==> config.mk <==
export PLATFORM = sky130hd
export DESIGN_NAME = fetch_decode_queue
export DESIGN_NICKNAME = d
export VERILOG_FILES = /design/src/rtl/fetch_decode_queue.sv
export SDC_FILE = /design/constraint.sdc
export NUM_CORES = 1
export LEC_CHECK = 0
export ABC_AREA = 1
export CORE_ASPECT_RATIO = 1.25
export CORE_UTILIZATION = 29
export CTS_CLUSTER_SIZE = 28
export DETAILED_ROUTE_END_ITERATION = 8
export SLEW_MARGIN = 20
export SYNTH_ARGS = -nofsm -noshare
export SYNTH_HDL_FRONTEND = slang
export SYNTH_SLANG_ARGS = --single-unit
==> constraint.sdc <==
create_clock -name clk -period 10.5 [get_ports clk]
set_clock_uncertainty 0.15 [all_clocks]
set_input_delay 1.575 -clock clk [delete_from_list [all_inputs] [get_ports clk]]
set_output_delay 1.575 -clock clk [all_outputs]
set_load 0.03 [all_outputs]
==> src/rtl/fetch_decode_queue.sv <==
// Fetch-to-decode instruction buffer: circular array of {instrucao, pc_incr} with an occupancy counter.
// Outputs depend only on registered state; an empty queue presents an all-zero word (NOP) to decode.
module fetch_decode_queue #(
  parameter int DEPTH = 4
) (
  input  logic                       clk,
  input  logic                       reset,
  input  logic                       in_valid,
  output logic                       in_ready,
  input  logic [31:0]                in_instrucao,
  input  logic [31:0]                in_pc_incr,
  output logic                       out_valid,
  input  logic                       out_ready,
  output logic [31:0]                out_instrucao,
  output logic [31:0]                out_pc_incr,
  input  logic                       flush,
  output logic [$clog2(DEPTH):0]     count
);

  localparam int AW = $clog2(DEPTH);
  localparam int CW = AW + 1;
  localparam logic [CW-1:0] FULL = CW'(DEPTH);

  logic [63:0]    mem_q [DEPTH];
  logic [AW-1:0]  wr_ptr_q, wr_ptr_d;
  logic [AW-1:0]  rd_ptr_q, rd_ptr_d;
  logic [CW-1:0]  count_q, count_d;
  logic           push, pop;

  assign in_ready  = (count_q != FULL);
  assign out_valid = (count_q != '0);
  assign push      = in_valid & in_ready;
  assign pop       = out_valid & out_ready;

  // Mask the head so stale array contents never leak while empty.
  assign out_instrucao = out_valid ? mem_q[rd_ptr_q][63:32] : 32'h0;
  assign out_pc_incr   = out_valid ? mem_q[rd_ptr_q][31:0]  : 32'h0;
  assign count         = count_q;

  always_comb begin
    wr_ptr_d = wr_ptr_q;
    rd_ptr_d = rd_ptr_q;
    count_d  = count_q;
    if (flush) begin
      wr_ptr_d = '0;
      rd_ptr_d = '0;
      count_d  = '0;
    end else begin
      if (push) wr_ptr_d = wr_ptr_q + AW'(1);
      if (pop)  rd_ptr_d = rd_ptr_q + AW'(1);
      case ({push, pop})
        2'b10:   count_d = count_q + CW'(1);
        2'b01:   count_d = count_q - CW'(1);
        default: count_d = count_q;
      endcase
    end
  end

  always_ff @(posedge clk or posedge reset) begin
    if (reset) begin
      wr_ptr_q <= '0;
      rd_ptr_q <= '0;
      count_q  <= '0;
    end else begin
      wr_ptr_q <= wr_ptr_d;
      rd_ptr_q <= rd_ptr_d;
      count_q  <= count_d;
    end
  end

  // Array storage needs no reset; visibility is governed by count.
  always_ff @(posedge clk) begin
    if (push && !flush) begin
      mem_q[wr_ptr_q] <= {in_instrucao, in_pc_incr};
    end
  end

endmodule

### Word level (Yosys, flattened, before mapping)

Memory sizes are Yosys's and may differ from the RTL's.
Index checks and enable logic that the tools add are counted.

| storage, ports and cells | value |
|---|---|
| bits in registers | 7 |
| RAM bits | 256 |
| output and inout port bits | 69 |
| logic and storage cells | 29 |
| memories | 1 |

Memory list:

| name | words | bits a word | rd ports | clocked after memory_dff | wr ports | line | RTL |
|---|---|---|---|---|---|---|---|
| mem_q | 4 | 64 | 1 | 0 | 1 | 24 | `logic [63:0] mem_q [DEPTH];` |

| operators by class | value |
|---|---|
| add/subtract/negate cells | 4 |
| eq/ne operators | 3 |
| mux-type cells | 10 |
| bitwise logic cells | 2 |
| reduce and logical (&&, ||, !) cells | 6 |

Operators with widths:

| operator | count |
|---|---|
| $mux 32 | 2 |
| $mux 2 | 4 |
| $pmux 3 s2 | 1 |
| $reduce_bool 3->1 | 2 |
| $add 2x1->2 const B | 2 |
| $reduce_bool 2->1 | 2 |
| $add 3x1->3 const B | 1 |
| $mux 3 | 1 |
| $ne 3x3->1 const B | 1 |
| $sub 3x1->3 const B | 1 |
| $and 1x1->1 | 2 |
| $eq 2x1->1 const B | 1 |
| $eq 2x2->1 const B | 1 |
| $mux 1 | 2 |
| $logic_and 1x1->1 | 1 |
| $logic_not 1->1 | 1 |

### Depth between registers and ports, before layout

| depth | value |
|---|---|
| depth in word-level cells | 5 |
| depth in mapped cells | 12 |
| depth with buffers taken out | 12 |

### Worst setup path before layout

Ideal clock, no wire load.

| timing | value |
|---|---|
| kind | input-to-reg |
| start | input in_valid |
| end | memory mem_q[0][0] (enable) |
| setup time | 0.486 ns |
| arrival time | 4.526 ns |
| required time | 9.864 ns |
| setup slack | 5.338 ns |
| cell stages on the path | 4 |
| cells stage by stage | nand2_2 -> inv_1 -> nand2_1 -> nor2_1 |

| on the way | value |
|---|---|
| cells in the longest elaborated chain, start to end | 4 |

RTL lines:

| element | line | RTL |
|---|---|---|
| start, declared | 8 | `input logic in_valid,` |
| $and 1x1->1 | 32 | `assign push = in_valid & in_ready;` |
| $logic_and 1x1->1 | 73 | `if (push && !flush) begin` |
| $mux 1 | 73 |  |
| $mux 1 (implied by the code) | 74 | `mem_q[wr_ptr_q] <= {in_instrucao, in_pc_incr};` |
| end, declared | 24 |  |

No other way between the ends.

### Worst setup path after layout

| timing | value |
|---|---|
| start | register rd_ptr_q[0] |
| end | output out_instrucao[0] |

| on the way | value |
|---|---|
| cells in the longest elaborated chain, start to end | 2 |

RTL lines:

| element | line | RTL |
|---|---|---|
| start, declared | 26 | `logic [AW-1:0] rd_ptr_q, rd_ptr_d;` |
| start signal, assigned | 66 | `rd_ptr_q <= rd_ptr_d;` |
| $mem_v2 4x64 | -- |  |
| $mux 32 | 36 | `assign out_instrucao = out_valid ? mem_q[rd_ptr_q][63:32] : 32'h0;` |
| end, declared | 14 | `output logic [31:0] out_instrucao,` |

No other way between the ends.

==> flow_metrics.tcl <==
set metrics [dict create \
    status "completed" \
    clk_pin_slew_ns 0.06 \
    multiInputGateArea_mm2 0.00219 \
    path_cells "clkinv_2, buf_4, o21ai_0, a21oi_1, clkdlybuf4s50_1" \
    cp_top_family "buffers and inverters" \
    insertion_delay_ns 0.53 \
    clock-sinks 263 \
    die_h_um 213 \
    timing.final.ws_setup_ns 4.91 \
    power_density_mw_per_mm2 264 \
    core_area_mm2 0.0353 \
    drv_cap 0 \
    cts_made_buffers 27 \
    drive_above_1_share_pct 6.84 \
    clock.fmax_mhz 179 \
    internal-power_mw 2.17 \
    tns_ns 0 \
    timing.rr.end "mem_q[1][19]" \
    path_buf_inv 3 \
    hold_viol_final 0 \
    dp.cells 1390 \
    cts_setup_buffers 0 \
    cts_tree "done" \
    placed_area_mm2 0.0122 \
    netSwitchingFraction_pct 36.9 \
    grt_pass1_wl_mm 35.9 \
    final_common_cell "nor2_1" \
    grt_usage_pct 13.1 \
    initial_utilization_pct 29.4 \
    final_cell_area_mm2 0.0130 \
    port_buffers 137 \
    cts_root_buf "clkbuf_16" \
    min_period_ns 5.59 \
    cp.depth 5 \
    rows 77 \
    synth_area_mm2 0.0104 \
    clockBufferDepth 3 \
    p_total_mw 3.44 \
    r2r-start "count[0]" \
    crit_path_max_fanout 67 \
    nFillCells 3407 \
    h-tree-depth 1 \
    grt.overflow.total 0 \
    drc_errors 0 \
    first_pass_iters 4 \
    ys_seq_area_share_pct 75.9 \
    gp_congestion 0.747 \
    max_stage_delay_ns 0.84 \
    cp-end-kind "output pin" \
    synth_nets 892 \
    clkPwrFrac_pct 26.5 \
    place_ws_ns 5.29 \
    nNetsFinal 1019 \
    rr_worst_depth 7 \
    io_pins 138 \
    cts_resized 0 \
    rsz0062_at_grt "false" \
    worst_pin_slew_ns 1.06 \
    cts.hold.buffers_added 0 \
    worst-setup-path-type "register to output pin" \
    min_period_over_period_pct 53.3 \
    grt_pass1_vias 6508 \
    ys_types 22 \
    hold_ws_ns 0.429 \
    wl_per_cell_um 16.4 \
    min_path_type "register to register" \
    grt_max_degree 72 \
    setup_viol 0 \
    ir_drop_mv 0.156 \
    final_cell_mix "nor2_1, edfxtp_1, clkdlybuf4s50_1" \
    slew_violations 0 \
    hold_end "count[1]" \
    synth_warnings 0 \
    synth_seq_cells 263 \
    hp-start "count[1]" \
    power.leakage_nw 4.32 \
    dp_hpwl_mm 12.8 \
    required_ns 8.78 \
    seq_area_mm2 0.00787 \
    area.growth.synth_to_final_pct 25.6 \
    p_switching_mw 1.27 \
    instances_no_fill 1441 \
    synthCells 818 \
    antenna_found_initial 3 \
    post-route-util_pct 36.9 \
    slowest_stage "dfrtp_4" \
    critPathArrivalTime_ns 3.87 \
    wirelength_mm 23.6 \
    dieArea_mm2 0.0365 \
    via_per_inst 4.48 \
    drtIter0Drc 477 \
    power_frac_seq_pct 36.7 \
    p_comb_share_pct 36.9 \
    syn_area_per_cell_um2 12.7 \
    drtAntennaViolNets 0 \
    die_w_um 171 \
    max_slew_margin_pct 29.2 \
    worstSetupStartpointType "register" \
    reg2reg_slack_ns 7.40 \
    whs_path_depth 2 \
    vias 6456 \
]
[state kept, by name, indices dropped and copies added (netlist names)]
| signal | cells |
|---|---|
| count | 3 |
| mem_q | 256 |
| rd_ptr_q | 2 |
| wr_ptr_q | 2 |
[layout make-up]
cell class | instances | share of cell area, %
well taps | 474 | 4.56
inverters | 16 | 0.472
multi-input cells | 491 | 16.9
diodes | 2 | 0.0385
flip-flops and latches | 263 | 60.5
repair buffers | 146 | 11.1
clock inverters | 22 | 1.28
clock buffers | 27 | 5.20
[power groups by stage]
stage | clock network, mW | registers [mW] | logic (mW)
6_report | 0.910 | 1.26 | 1.27
5_1_grt | 0.970 | 1.27 | 1.37
4_1_cts | 0.934 | 1.26 | 1.29
3_5_place_dp | 0 | 1.28 | 1.29
3_3_place_gp | 0 | 1.28 | 1.29
2_1_floorplan | 0 | 1.27 | 0.794
[metal layers]
layer | wire length (um) | up-vias | global-route usage (%)
li1 | - | 3146 | -
met1 | 9480 | 3134 | 14.3
met2 | 12400 | 137 | 24.5
met3 | 1060 | 37 | 2.43
met4 | 663 | 2 | 5.11
met5 | 13 | - | 0
[worst reg2reg max path, cell delays in order, from the launching register on]
cell	delay, ns
dfrtp_1	0.43
nor2_1	0.09
nand2_1	0.09
nand2_2	0.08
inv_1	0.10
nand2_1	0.24
nor2_4	0.86
buf_4	0.67
[Yosys cell counts]
cell type / count / area (um2)
nor2_1: 261 / 980
edfxtp_1: 256 / 7690
o21ai_0: 127 / 636
a21oi_1: 67 / 335
nand2_1: 17 / 63.8
buf_2: 14 / 70.1
buf_4: 14 / 105
inv_1: 13 / 48.8
clkbuf_1: 12 / 45.0
dfrtp_1: 7 / 175
buf_1: 6 / 22.5
nand3_1: 5 / 25.0
ha_1: 4 / 50.1
o21ai_1: 4 / 20.0
buf_6: 2 / 22.5
inv_2: 2 / 7.51
nand2_2: 2 / 12.5
clkinv_1: 1 / 3.75
fa_1: 1 / 20.0
nand3b_1: 1 / 7.51
nor2_2: 1 / 6.26
xnor2_1: 1 / 8.76
[cell families (layout without fill, tap and decap cells)]
group / Yosys count / in the layout / synth area share [%]
xor gates and xnor gates: 1 / 1 / 0.0846
other: 0 / 2 / 0
and+or+nand+nor: 287 / 287 / 10.6
adders and majority gates: 5 / 5 / 0.677
buffers and inverters: 64 / 211 / 3.14
AOI/OAI and AO/OA: 198 / 198 / 9.57
DFF: 263 / 263 / 75.9
[worst max path at each step]
stage	from	slack, ns	endpoint
after global routing	rd_ptr_q[0]	4.50	out_instrucao[19]
after detailed placement	rd_ptr_q[0]	5.29	out_instrucao[4]
final	rd_ptr_q[0]	4.91	out_instrucao[0]
after floorplan	in_valid	5.34	mem_q[0][0]
after global placement	rd_ptr_q[0]	5.33	out_instrucao[4]
after CTS	rd_ptr_q[0]	4.70	out_instrucao[4]
No activity file was read; power rests on OpenSTA's default activity.
